<file path="src/rtl/im_port_arb_if.sv">
// Bundle of the fetch, debug and instruction-memory signals around im_port_arb.
// Handshake: a requester holds req/addr until it sees gnt in the same cycle.
// The granted read returns one cycle later as a single-cycle rvalid with rdata/rerr.
interface im_port_arb_if #(
    parameter int DATA_W = 32
);
    logic              fetch_req;
    logic [31:0]       fetch_addr;
    logic              fetch_gnt;
    logic              fetch_rvalid;
    logic [DATA_W-1:0] fetch_rdata;
    logic              fetch_rerr;

    logic              dbg_req;
    logic [31:0]       dbg_addr;
    logic              dbg_gnt;
    logic              dbg_rvalid;
    logic [DATA_W-1:0] dbg_rdata;
    logic              dbg_rerr;

    logic [31:0]       im_addr;
    logic [DATA_W-1:0] im_data;

    modport slave (
        input  fetch_req, fetch_addr, dbg_req, dbg_addr, im_data,
        output fetch_gnt, fetch_rvalid, fetch_rdata, fetch_rerr,
        output dbg_gnt, dbg_rvalid, dbg_rdata, dbg_rerr, im_addr
    );

    modport master (
        output fetch_req, fetch_addr, dbg_req, dbg_addr, im_data,
        input  fetch_gnt, fetch_rvalid, fetch_rdata, fetch_rerr,
        input  dbg_gnt, dbg_rvalid, dbg_rdata, dbg_rerr, im_addr
    );
endinterface

</file>
<file path="src/rtl/im_port_arb.sv">
// Fixed-priority fetch/debug arbiter for the instruction-memory read port,
// with starvation relief for debug and registered per-port responses.
module im_port_arb #(
    parameter int ADDR_W   = 8,
    parameter int DATA_W   = 32,
    parameter int MAX_WAIT = 4
) (
    input  logic              clk,
    input  logic              rst_n,
    im_port_arb_if.slave      bus,
    output logic [3:0]        wait_cnt_o
);
    logic              dbg_win;
    logic              fetch_win;
    logic [31:0]       win_addr;
    logic              oor;
    logic [DATA_W-1:0] rdata_d;
    logic [3:0]        wait_cnt_d;
    logic [3:0]        wait_cnt_q;

    logic              fetch_rvalid_q;
    logic [DATA_W-1:0] fetch_rdata_q;
    logic              fetch_rerr_q;
    logic              dbg_rvalid_q;
    logic [DATA_W-1:0] dbg_rdata_q;
    logic              dbg_rerr_q;

    always_comb begin
        // Grants are forced low while reset is asserted, whatever the requests.
        dbg_win   = rst_n && bus.dbg_req &&
                    (!bus.fetch_req || (wait_cnt_q == 4'(MAX_WAIT)));
        fetch_win = rst_n && bus.fetch_req && !dbg_win;
        win_addr  = dbg_win ? bus.dbg_addr : bus.fetch_addr;
        oor       = |win_addr[31:ADDR_W];
        rdata_d   = oor ? '0 : bus.im_data;

        wait_cnt_d = 4'd0;
        if (bus.dbg_req && !dbg_win) begin
            wait_cnt_d = (wait_cnt_q == 4'(MAX_WAIT)) ? wait_cnt_q : wait_cnt_q + 4'd1;
        end
    end

    always_ff @(posedge clk or negedge rst_n) begin
        if (!rst_n) begin
            wait_cnt_q     <= 4'd0;
            fetch_rvalid_q <= 1'b0;
            fetch_rdata_q  <= '0;
            fetch_rerr_q   <= 1'b0;
            dbg_rvalid_q   <= 1'b0;
            dbg_rdata_q    <= '0;
            dbg_rerr_q     <= 1'b0;
        end else begin
            wait_cnt_q     <= wait_cnt_d;
            fetch_rvalid_q <= fetch_win;
            dbg_rvalid_q   <= dbg_win;
            // Data and error flag of a port that was not granted keep their last value.
            if (fetch_win) begin
                fetch_rdata_q <= rdata_d;
                fetch_rerr_q  <= oor;
            end
            if (dbg_win) begin
                dbg_rdata_q <= rdata_d;
                dbg_rerr_q  <= oor;
            end
        end
    end

    assign bus.fetch_gnt    = fetch_win;
    assign bus.dbg_gnt      = dbg_win;
    assign bus.im_addr      = win_addr;
    assign bus.fetch_rvalid = fetch_rvalid_q;
    assign bus.fetch_rdata  = fetch_rdata_q;
    assign bus.fetch_rerr   = fetch_rerr_q;
    assign bus.dbg_rvalid   = dbg_rvalid_q;
    assign bus.dbg_rdata    = dbg_rdata_q;
    assign bus.dbg_rerr     = dbg_rerr_q;
    assign wait_cnt_o       = wait_cnt_q;
endmodule

</file>
<file path="src/flat_wrapper.sv">
// flat-port wrapper written by rule: the top's interface ports become plain ports
module im_port_arb_flat 
#(
    parameter int ADDR_W   = 8,
    parameter int DATA_W   = 32,
    parameter int MAX_WAIT = 4
)
  (clk, rst_n, wait_cnt_o, bus_fetch_req, bus_fetch_addr, bus_dbg_req, bus_dbg_addr, bus_im_data, bus_fetch_gnt, bus_fetch_rvalid, bus_fetch_rdata, bus_fetch_rerr, bus_dbg_gnt, bus_dbg_rvalid, bus_dbg_rdata, bus_dbg_rerr, bus_im_addr);
  im_port_arb_if #(.DATA_W(DATA_W)) bus_i ();
  input  logic clk;
  input  logic rst_n;
  output logic [3:0] wait_cnt_o;
  input wire logic [$bits(bus_i.fetch_req)-1:0] bus_fetch_req;
  input wire logic [$bits(bus_i.fetch_addr)-1:0] bus_fetch_addr;
  input wire logic [$bits(bus_i.dbg_req)-1:0] bus_dbg_req;
  input wire logic [$bits(bus_i.dbg_addr)-1:0] bus_dbg_addr;
  input wire logic [$bits(bus_i.im_data)-1:0] bus_im_data;
  output wire logic [$bits(bus_i.fetch_gnt)-1:0] bus_fetch_gnt;
  output wire logic [$bits(bus_i.fetch_rvalid)-1:0] bus_fetch_rvalid;
  output wire logic [$bits(bus_i.fetch_rdata)-1:0] bus_fetch_rdata;
  output wire logic [$bits(bus_i.fetch_rerr)-1:0] bus_fetch_rerr;
  output wire logic [$bits(bus_i.dbg_gnt)-1:0] bus_dbg_gnt;
  output wire logic [$bits(bus_i.dbg_rvalid)-1:0] bus_dbg_rvalid;
  output wire logic [$bits(bus_i.dbg_rdata)-1:0] bus_dbg_rdata;
  output wire logic [$bits(bus_i.dbg_rerr)-1:0] bus_dbg_rerr;
  output wire logic [$bits(bus_i.im_addr)-1:0] bus_im_addr;
  assign bus_i.fetch_req = bus_fetch_req;
  assign bus_i.fetch_addr = bus_fetch_addr;
  assign bus_i.dbg_req = bus_dbg_req;
  assign bus_i.dbg_addr = bus_dbg_addr;
  assign bus_i.im_data = bus_im_data;
  assign bus_fetch_gnt = bus_i.fetch_gnt;
  assign bus_fetch_rvalid = bus_i.fetch_rvalid;
  assign bus_fetch_rdata = bus_i.fetch_rdata;
  assign bus_fetch_rerr = bus_i.fetch_rerr;
  assign bus_dbg_gnt = bus_i.dbg_gnt;
  assign bus_dbg_rvalid = bus_i.dbg_rvalid;
  assign bus_dbg_rdata = bus_i.dbg_rdata;
  assign bus_dbg_rerr = bus_i.dbg_rerr;
  assign bus_im_addr = bus_i.im_addr;
  im_port_arb #(.ADDR_W(ADDR_W), .DATA_W(DATA_W), .MAX_WAIT(MAX_WAIT)) u_core (.clk(clk), .rst_n(rst_n), .bus(bus_i), .wait_cnt_o(wait_cnt_o));
endmodule
</file>
<file path="config.mk">
export PLATFORM = sky130hd
export DESIGN_NAME = im_port_arb_flat
export DESIGN_NICKNAME = d
export VERILOG_FILES = /design/src/rtl/im_port_arb_if.sv /design/src/rtl/im_port_arb.sv /design/src/flat_wrapper.sv
export SDC_FILE = /design/constraint.sdc
export NUM_CORES = 1
export LEC_CHECK = 0
export CAP_MARGIN = 20
export CORE_MARGIN = 3
export CORE_UTILIZATION = 57
export DETAILED_ROUTE_END_ITERATION = 12
export DONT_BUFFER_PORTS = 1
export HOLD_SLACK_MARGIN = 0.06
export PLACE_DENSITY = 0.73
export SYNTH_ARGS = -nofsm -noshare
export SYNTH_HDL_FRONTEND = slang
export SYNTH_SLANG_ARGS = --single-unit
</file>
<file path="constraint.sdc">
create_clock -name clk -period 1.76 [get_ports clk]
set_clock_uncertainty 0.2 [all_clocks]
set_input_delay 0.088 -clock clk [delete_from_list [all_inputs] [get_ports clk]]
set_output_delay 0.088 -clock clk [all_outputs]
set_load 0.01 [all_outputs]
</file>
==> results.yml, run 1 <==
sta:
  hold_violations: 76
  rsz0062_at_grt: "yes"
  finalSetupViolCount: 99
  fin_crit_sh_pct: 116.4
  max_freq_mhz: 488.1
  tightest_slew_ns: 0.3833
  fin_crit_ns: 2.049
  slew_headroom_pct: 74.45
  maxSlewViolCount: 0
  whs_ns: -0.7784
  setup_tns_ns: -19.18
  worst_slack_ns: -0.2886
floorplan:
  start_util_pct: 59.97
  io_pins: 206
  die_h_um: 83.04
  placementRows: 27
  die_x_um: 83.04
  dieArea_mm2: 0.006896
  core-area_mm2: 0.005642
worst_setup_path:
  regToRegEndpoint: "u_core.bus.dbg_rdata[29]$_DFFE_PN0N_"
  crit_start: "u_core.wait_cnt_o[1]$_DFFE_PN0P_"
  max_stage_delay_ns: 0.40
  r2r-start: "u_core.wait_cnt_o[1]$_DFFE_PN0P_"
  endpoint: "bus_im_addr[1]"
  critPathArrivalTime_ns: 1.76
  startpoint_type: "register"
  worst_path_max_delay_cell: "dfrtp_1"
  critical_path.top_delay_family: "flip-flops"
  critical_path_depth: 8
  end_kind: "primary output"
  path_buf_inv: 3
  path_cells: "inv_2 -> ha_4 -> nand3b_4 -> a21o_4 -> clkinv_8 -> clkbuf_16 -> nand2_1 -> nand2_2"
  cp_max_fo: 8
  critPathRequiredTime_ns: 1.47
  r2r_cells: 10
  criticalPathCategory: "reg2out"
  r2r_setup_slack_ns: -0.23
synthesis:
  synth-seq-area-share_pct: 53.25
  synth_seq_cells: 72
  synth_xor_area_share_pct: 0.5178
  ys_types: 23
  synthAdderAreaFrac_pct: 0.7396
  syn_inst: 427
  synth.avg_cell_area_um2: 7.923
  ys_warn_count: 0
  synth-simple-area-share_pct: 29.44
  syn_nets: 529
  synth_top_family_by_area: "simple AND/OR/NAND/NOR gates"
  synthesis.area_mm2: 0.003383
  synth_compound_area_share_pct: 10.50
  yosys-mux-area-fraction_pct: 0.6657
cells_and_area:
  fill_cells: 273
  fin_nets: 607
  mostFrequentLayoutCell: "nand2_1"
  seqCellArea_mm2: 0.001803
  n_antenna_cell: 0
  final_cell_mix: "167 x nand2_1, 71 x dfrtp_1, 57 x o21ai_1, 48 x dlygate4sd3_1, 44 x nand2_2"
  multi_input_area_mm2: 0.001693
  fin_util_pct: 87.87
  drive_gt1_share_pct: 26.67
  area_growth_pct: 46.52
clocking:
  cts_tree: "built"
  clk_pin_slew_ns: 0.09
  cts_buffer_depth: 2
  cts-root-buf: "clkbuf_8"
  numCtsBuffers: 9
  cts_sinks: 72
  worstSkewPairLatency_ns: 0.35
  cts_htree_levels: 3
global_routing:
  grt_max_degree: 75
  grt_pass1_wl_um: 16910
  grt-ovfl-total: 0
  grt.total_usage_pct: 30.65
  grt_pass1_vias: 3311
  antenna_found_initial: 0
outcome:
  violations: "negative hold slack, negative setup slack"
  status: "finished, violations left"
routing:
  wl_per_cell_um: 22.18
  drc_errors: 0
  wl_um: 12910
  ant_nets: 0
  viasPerCell: 6.167
  drt_first_pass_iters: 7
  dr_total_vias: 3589
  detail_route.iter0.violations: 330
pwr:
  p_leak_nw: 2.248
  powerDensity_mw_per_mm2: 741.0
  peakVddDrop_mv: 0.6062
  finalPower_mw: 3.674
placement:
  dp_hpwl_um: 6894
  gp_congestion: 0.8013
  portBuffers: 0
run:
  max-cap-violations: 0
hold_path:
  hp-class: "in2async"
==> kinds of logic after synthesis <==
family / count (synthesis)
compound gates: 69
flops: 72
buf+inv: 31
xor+xnor: 2
mux: 2
fa+ha+maj: 2
simple gates: 249
==> worst min path at each step <==
stage | to | slack (ns) | depth (start not counted)
finish | u_core.bus.fetch_rdata[28]$_DFFE_PN0P_ | -0.78 | 0
global route | u_core.bus.dbg_rdata[23]$_DFFE_PN0N_ | -0.80 | 0
floorplan | u_core.bus.dbg_rdata[0]$_DFFE_PN0N_ | -0.41 | 0
global placement | u_core.bus.dbg_rdata[5]$_DFFE_PN0N_ | -0.41 | 0
CTS | u_core.bus.dbg_rdata[20]$_DFFE_PN0N_ | -0.79 | 0
detailed placement | u_core.bus.dbg_rdata[5]$_DFFE_PN0N_ | -0.41 | 0
==> worst reg2reg max path, stage by stage, from the launching register on <==
cell	delay, ns
dfrtp_1	0.40
inv_2	0.10
ha_4	0.15
nand3b_4	0.08
a21o_4	0.28
clkinv_8	0.10
buf_4	0.12
buf_12	0.13
buf_16	0.13
nand2_1	0.05
o21ai_1	0.18
==> cell usage after synthesis <==
| library cell | count | share of area [%] |
|---|---|---|
| mux2_2 | 2 | 0.67 |
| o21ai_0 | 32 | 4.7 |
| buf_4 | 3 | 0.67 |
| nand3b_4 | 1 | 0.59 |
| nand2_1 | 226 | 25 |
| o211ai_2 | 1 | 0.37 |
| buf_2 | 12 | 1.8 |
| clkbuf_1 | 3 | 0.33 |
| nor4_1 | 12 | 2.2 |
| inv_1 | 3 | 0.33 |
| dfrtp_1 | 72 | 53 |
| xnor2_1 | 2 | 0.52 |
| o21ai_1 | 32 | 4.7 |
| clkbuf_2 | 6 | 0.89 |
| buf_6 | 2 | 0.67 |
| and4_1 | 2 | 0.52 |
| a21oi_1 | 3 | 0.44 |
| nand3_1 | 3 | 0.44 |
| ha_1 | 2 | 0.74 |
| nor2_1 | 4 | 0.44 |
| inv_2 | 2 | 0.22 |
| nor3_1 | 1 | 0.15 |
| a21o_1 | 1 | 0.22 |
==> timing repair <==
item                                   4_1_cts  5_1_grt
setup endpoints to repair                   51      102
cloned                                       3       11
hold buffers                                44        4
endpoints found under the hold margin      143       89
setup buffers                                6        7
gates resized for setup                     55       87
pin swaps                                    8       21
==> registers in the layout, indices dropped and copies added, names as in the netlist <==
name,count
u_core.bus.dbg_rvalid,1
u_core.bus.fetch_rvalid,1
u_core.bus.fetch_rerr,1
u_core.bus.dbg_rdata,32
u_core.bus.dbg_rerr,1
u_core.bus.fetch_rdata,32
u_core.wait_cnt_o,4
==> metal layers <==
layer	global-route usage, %	up-vias	part of all wire (%)
met5	0	-	0
met4	10.25	0	3.2
met3	10.91	49	11
met2	51.53	294	51
met1	36.58	1717	34
li1	-	1529	-
==> per-stage QoR <==
| step | std cells | setup slack, ns | area, um^2 |
|---|---|---|---|
| 2_1_floorplan | 427 | 0.007282 | 3401 |
| 6_report | 582 | -0.2886 | 4957 |
| 3_3_place_gp | 493 | 0.01729 | 3521 |
| 4_1_cts | 562 | -0.2374 | 4441 |
| 5_1_grt | 582 | -0.3560 | 4957 |
| 3_5_place_dp | 493 | -0.06483 | 3521 |
==> where the power goes <==
part	switching, mW	leakage (nW)	internal (mW)	total (mW)
registers	0.0109	0.991	1.67	1.68
clock network	0.671	0.0933	0.663	1.33
logic	0.344	1.16	0.319	0.663
total	1.02	2.25	2.65	3.67
==> final cells by class <==
cell class,count,share of cell area (%)
Multi-Input combinational cell,324,34.15
Inverter,5,0.6310
Clock buffer,10,2.574
Clock inverter,6,1.363
Timing Repair Buffer,93,23.09
Tap cell,72,1.817
Sequential cell,72,36.37
Power figures use the tool's default switching activity.
==> run 2: changes to the inputs <==
--- a/config.mk
+++ b/config.mk
@@ -5,13 +5,13 @@
 export SDC_FILE = /design/constraint.sdc
 export NUM_CORES = 1
 export LEC_CHECK = 0
+export BUFFER_PORTS_ARGS = -buffer_cell sky130_fd_sc_hd__buf_4
 export CAP_MARGIN = 20
 export CORE_MARGIN = 3
-export CORE_UTILIZATION = 57
+export CORE_UTILIZATION = 39
 export DETAILED_ROUTE_END_ITERATION = 12
-export DONT_BUFFER_PORTS = 1
 export HOLD_SLACK_MARGIN = 0.06
-export PLACE_DENSITY = 0.73
+export PLACE_DENSITY = 0.74
 export SYNTH_ARGS = -nofsm -noshare
 export SYNTH_HDL_FRONTEND = slang
 export SYNTH_SLANG_ARGS = --single-unit
==> run 2 against run 1 <==
Against the previous run: fmax down 1.6%; via count up 13%; largest power group unchanged; wire length up 3.3%; first-iteration DRC count down 22%; the run ends with negative setup slack left; global-route usage down 4.0 points; cell count up 40%.
==> results.yml, run 2 (synthesized netlist as in run 1, its figures left out) <==
outcome:
  status: "finished, violations left"
  violations: "negative setup slack"
cells_and_area:
  n_antenna_cell: 0
  drive_gt1_share_pct: 42.72
  fill_cells: 603
  area_growth_pct: 86.87
  stdcell_area_mm2: 0.006322
  mostFrequentLayoutCell: "buf_4"
  final_cell_mix: "204 x buf_4, 200 x nand2_1, 71 x dfrtp_1, 47 x dlygate4sd3_1, 39 x o21ai_1"
  fin_nets: 804
floorplan:
  start_util_pct: 40.56
  dieArea_mm2: 0.009829
  placementRows: 33
  io_pins: 206
  die_x_um: 99.14
  core-area_mm2: 0.008341
  die_h_um: 99.14
worst_setup_path:
  r2r_cells: 11
  regToRegEndpoint: "u_core.bus.dbg_rdata[18]$_DFFE_PN0N_"
  critPathRequiredTime_ns: 1.47
  crit_start: "u_core.wait_cnt_o[0]$_DFFE_PN0P_"
  critPathArrivalTime_ns: 1.79
  r2r_setup_slack_ns: -0.18
  cp_max_fo: 6
  end_kind: "primary output"
  criticalPathCategory: "reg2out"
  endpoint: "bus_im_addr[16]"
  r2r-start: "u_core.wait_cnt_o[0]$_DFFE_PN0P_"
  startpoint_type: "register"
global_routing:
  grt_max_degree: 73
  grt.total_usage_pct: 26.69
  antenna_found_initial: 0
  grt-ovfl-total: 0
  grt_pass1_wl_um: 20760
  grt_pass1_vias: 4260
sta:
  fin_crit_ns: 2.081
  maxSlewViolCount: 0
  fin_crit_sh_pct: 118.2
  finalSetupViolCount: 99
  tightest_slew_ns: 0.9145
  hold_violations: 0
  worst_slack_ns: -0.3211
  slew_headroom_pct: 39.04
  whs_ns: 0.07746
  rsz0062_at_grt: "yes"
  max_freq_mhz: 480.5
clocking:
  cts_htree_levels: 3
  cts_sinks: 72
  numCtsBuffers: 9
  cts_tree: "built"
  cts_buffer_depth: 2
  worstSkewPairLatency_ns: 0.34
  cts-root-buf: "clkbuf_8"
  clk_pin_slew_ns: 0.07
routing:
  drt_first_pass_iters: 5
  detail_route.iter0.violations: 257
  viasPerCell: 5.001
  dr_total_vias: 4061
  ant_nets: 0
  drc_errors: 0
  wl_per_cell_um: 16.42
  wl_um: 13330
hold_path:
  hold_start: "bus_fetch_addr[20]"
  hold_path_depth: 4
  hp-class: "in2reg"
run:
  max-cap-violations: 0
placement:
  postPlaceCellArea_mm2: 0.005116
  gp_congestion: 0.9030
  pre_cts_ws_ns: -0.06328
  dp_hpwl_um: 9094
  portBuffers: 205
pwr:
  powerDensity_mw_per_mm2: 595.9
  peakVddDrop_mv: 0.3366
  finalPower_mw: 3.767
  p_leak_nw: 3.207
run 2: routing by layer:
metal  global-route usage [%]  up-vias  part of all wire [%]
met5                        0        -                     0
met4                    9.769        0                   2.8
met3                    7.504       31                   8.7
met2                    47.52      200                    53
met1                    30.50     1907                    36
li1                         -     1923                     -
run 2: layout make-up:
type                       count  area [um^2]  share of cell area [%]
timing repair buffer         290         2608                   41.24
sequential                    72         1803                   28.52
multi-input combinational    324         1575                   24.92
clock buffer                  11        141.4                   2.236
tap                          105        131.4                   2.078
clock inverter                 5        32.53                  0.5145
inverter                       5        31.28                  0.4948
run 2: how the worst min path moves through the flow:
| stage | endpoint | slack, ns |
|---|---|---|
| 2_1_floorplan | u_core.bus.dbg_rdata[0]$_DFFE_PN0N_ | -0.41 |
| 3_3_place_gp | u_core.bus.fetch_rdata[27]$_DFFE_PN0P_ | 0.14 |
| 3_5_place_dp | u_core.bus.fetch_rdata[22]$_DFFE_PN0P_ | 0.15 |
| 4_1_cts | u_core.bus.fetch_rerr$_DFFE_PN0P_ | 0.06 |
| 5_1_grt | u_core.bus.fetch_rerr$_DFFE_PN0P_ | 0.10 |
| 6_report | u_core.bus.fetch_rerr$_DFFE_PN0P_ | 0.08 |
run 2: metrics by stage:
step / util [%] / setup TNS [ns] / cells
global placement: 61.34 / -0.02823 / 733
floorplan: - / 0 / 427
finish: 75.80 / -15.84 / 812
global route: 75.80 / -24.80 / 812
detailed placement: 61.34 / -0.4139 / 733
CTS: 72.05 / -16.17 / 806
run 2: repair_timing:
| item | in CTS | in global routing |
|---|---|---|
| pin swaps | 1 | 13 |
| gates resized for setup | 43 | 62 |
| gates cloned | 3 | 4 |
| endpoints found under the hold margin | 144 | 0 |
| hold buffers | 47 | 0 |
| buffers inserted | 7 | 3 |
| setup endpoints to repair | 79 | 100 |
run 2: power breakdown:
part / internal [mW] / total [mW] / switching [mW]
Combinational: 0.513 / 0.933 / 0.420
Clock: 0.545 / 1.16 / 0.614
Sequential: 1.67 / 1.68 / 0.00916
run 2: critical path, cell delays in order, from the launching register on:
cell and delay [ns]:
dfrtp_2 0.41, inv_2 0.07, ha_4 0.14, nand3b_4 0.08, a21o_4 0.25, clkinv_8 0.09, buf_12 0.13, nand2_1 0.06
nand2_1 0.09, buf_4 0.13
==> run 3: changes to the inputs <==
--- a/config.mk
+++ b/config.mk
@@ -8,10 +8,10 @@
 export BUFFER_PORTS_ARGS = -buffer_cell sky130_fd_sc_hd__buf_4
 export CAP_MARGIN = 20
 export CORE_MARGIN = 3
-export CORE_UTILIZATION = 39
+export CORE_UTILIZATION = 43
 export DETAILED_ROUTE_END_ITERATION = 12
 export HOLD_SLACK_MARGIN = 0.06
-export PLACE_DENSITY = 0.74
+export PLACE_DENSITY = 0.78
 export SYNTH_ARGS = -nofsm -noshare
 export SYNTH_HDL_FRONTEND = slang
 export SYNTH_SLANG_ARGS = --single-unit
==> constraint.sdc (replaced) <==
create_clock -name clk -period 2.09 [get_ports clk]
set_clock_uncertainty 0.2 [all_clocks]
set_input_delay 0.1045 -clock clk [delete_from_list [all_inputs] [get_ports clk]]
set_output_delay 0.1045 -clock clk [all_outputs]
set_load 0.01 [all_outputs]
==> run 3 against run 2 <==
Against the previous run: the run still ends with negative setup slack left; die area fell by 8.8%; worst hold slack improved by 0.020 ns; flip-flop and latch count did not move; total power fell by 18%; sequential share of layout area rose by 1.7 points.
==> results.yml, run 3 (synthesized netlist as in run 1, its figures left out) <==
sta:
  worst_slack_ns: -0.01144
  fin_crit_sh_pct: 100.5
  rsz0062_at_grt: "yes"
  finalSetupViolCount: 12
  maxSlewViolCount: 0
  slew_headroom_pct: 66.58
  hold_violations: 0
  tightest_slew_ns: 0.5013
  max_freq_mhz: 475.9
  fin_crit_ns: 2.101
  setup_tns_ns: -0.06152
cells_and_area:
  fin_nets: 792
  drive_gt1_share_pct: 40.14
  stdcell_count: 794
  area_growth_pct: 76.04
  stdcell_area_mm2: 0.005956
  mostFrequentLayoutCell: "buf_4"
  fill_cells: 510
  n_antenna_cell: 0
  final_cell_mix: "220 x buf_4, 211 x nand2_1, 72 x dfrtp_1, 41 x dlygate4sd3_1, 33 x o21ai_1"
outcome:
  status: "finished, violations left"
  violations: "negative setup slack"
pwr:
  peakVddDrop_mv: 0.3220
  powerDensity_mw_per_mm2: 521.5
  p_leak_nw: 3.042
floorplan:
  dieArea_mm2: 0.008968
  io_pins: 206
  die_x_um: 94.70
  die_h_um: 94.70
  start_util_pct: 45.43
  placementRows: 31
  core-area_mm2: 0.007447
routing:
  ant_nets: 0
  drc_errors: 0
  detail_route.iter0.violations: 219
  wl_per_cell_um: 16.80
  drt_first_pass_iters: 5
  dr_total_vias: 4044
  wl_um: 13340
  viasPerCell: 5.093
worst_setup_path:
  end_kind: "primary output"
  critPathRequiredTime_ns: 1.79
  criticalPathCategory: "reg2out"
  critPathArrivalTime_ns: 1.80
  cp_max_fo: 9
  startpoint_type: "register"
hold_path:
  hp-class: "in2reg"
global_routing:
  met1_usage_pct: 31.50
  grt_max_degree: 39
  met2_usage_pct: 53.26
  grt-ovfl-total: 0
  grt_pass1_vias: 4108
  antenna_found_initial: 0
  top_usage_layer: "met2"
  grtUsageMet3_pct: 6.534
  grt.total_usage_pct: 28.85
  grt_pass1_wl_um: 19820
clocking:
  cts_sinks: 72
  worstSkewPairLatency_ns: 0.34
  cts-root-buf: "clkbuf_8"
  clk_pin_slew_ns: 0.08
  numCtsBuffers: 9
  cts_htree_levels: 3
  cts_tree: "built"
  cts_buffer_depth: 2
placement:
  dp_hpwl_um: 9269
  gp_congestion: 0.8849
  placed_cells: 722
  postPlaceCellArea_mm2: 0.005041
  portBuffers: 205
run:
  max-cap-violations: 0
==> run 3: changes by cell type in the layout (fill, tap and decap cells not counted), sizes merged <==
cell / delta
buf: -4
bufbuf: +1
clkbuf: -5
clkinv: +2
clkinvlp: -1
dlygate4sd3: -6
inv: +1
==> run 3: per-stage QoR <==
step | hold WS, ns | total power [mW] | worst slack [ns] | utilization (%)
after CTS | 0.09132 | 3.059 | -0.01548 | 77.91
after global routing | 0.1315 | 3.235 | -0.1120 | 79.97
after floorplan | -0.3911 | 1.641 | 0.2277 | -
final | 0.09794 | 3.106 | -0.01144 | 79.97
after global placement | -0.001128 | 1.981 | 0.1413 | 67.69
after detailed placement | 0.001037 | 1.993 | 0.05543 | 67.69
==> run 3: path summary, 6_finish.rpt <==
check	depth (start not counted)	to	from	slack [ns]
worst min register to register	2	u_core.bus.fetch_rdata[4]$_DFFE_PN0P_	u_core.bus.fetch_rdata[4]$_DFFE_PN0P_	0.29
worst min-delay path	5	u_core.bus.fetch_rerr$_DFFE_PN0P_	bus_fetch_addr[19]	0.1
worst max-delay path	9	bus_im_addr[28]	u_core.wait_cnt_o[0]$_DFFE_PN0P_	-0.01
worst max register to register	8	u_core.bus.fetch_rdata[22]$_DFFE_PN0P_	u_core.wait_cnt_o[0]$_DFFE_PN0P_	0.01
max in group asynchronous	3	u_core.bus.fetch_rdata[4]$_DFFE_PN0P_	rst_n	1.13
min in group asynchronous	3	u_core.bus.fetch_rdata[25]$_DFFE_PN0P_	rst_n	0.18
==> run 3: what timing repair did <==
action                     in CTS  in global routing
pin swaps                       1                  5
hold buffers                   41                  0
gates cloned                    2                  1
hold endpoints to repair      141                  0
setup endpoints to repair      34                 38
buffers inserted                6                  6
gates resized for setup        23                 25
==> run 3: final cells by class <==
class / instances / area (um^2) / area share (%)
Sequential cell: 72 / 1802 / 30.25
Clock buffer: 9 / 123.9 / 2.080
Clock inverter: 7 / 47.55 / 0.7983
Inverter: 5 / 33.78 / 0.5672
Tap cell: 99 / 123.9 / 2.080
Timing Repair Buffer: 278 / 2335 / 39.20
Multi-Input combinational cell: 324 / 1490 / 25.02
==> run 3: per-layer routing <==
layer	wire, um	vias to the layer above
met5	0	-
met4	389	0
met3	1025	28
met2	7222	199
met1	4703	1918
li1	-	1899
==> run 3: worst max-delay path: stages (launching register included) <==
cell and delay [ns]:
dfrtp_1 0.39, inv_2 0.08, ha_4 0.15, nand3b_4 0.09, a21o_4 0.27, clkinv_8 0.10
buf_12 0.13, nand2_1 0.06, nand2_1 0.07, buf_4 0.12
==> run 3: report_power, final <==
part / switching [mW] / total, mW / leakage, nW / internal [mW]
registers: 0.00912 / 1.41 / 0.992 / 1.40
logic: 0.334 / 0.721 / 1.96 / 0.387
clock network: 0.543 / 0.973 / 0.0854 / 0.430
total: 0.886 / 3.11 / 3.04 / 2.22
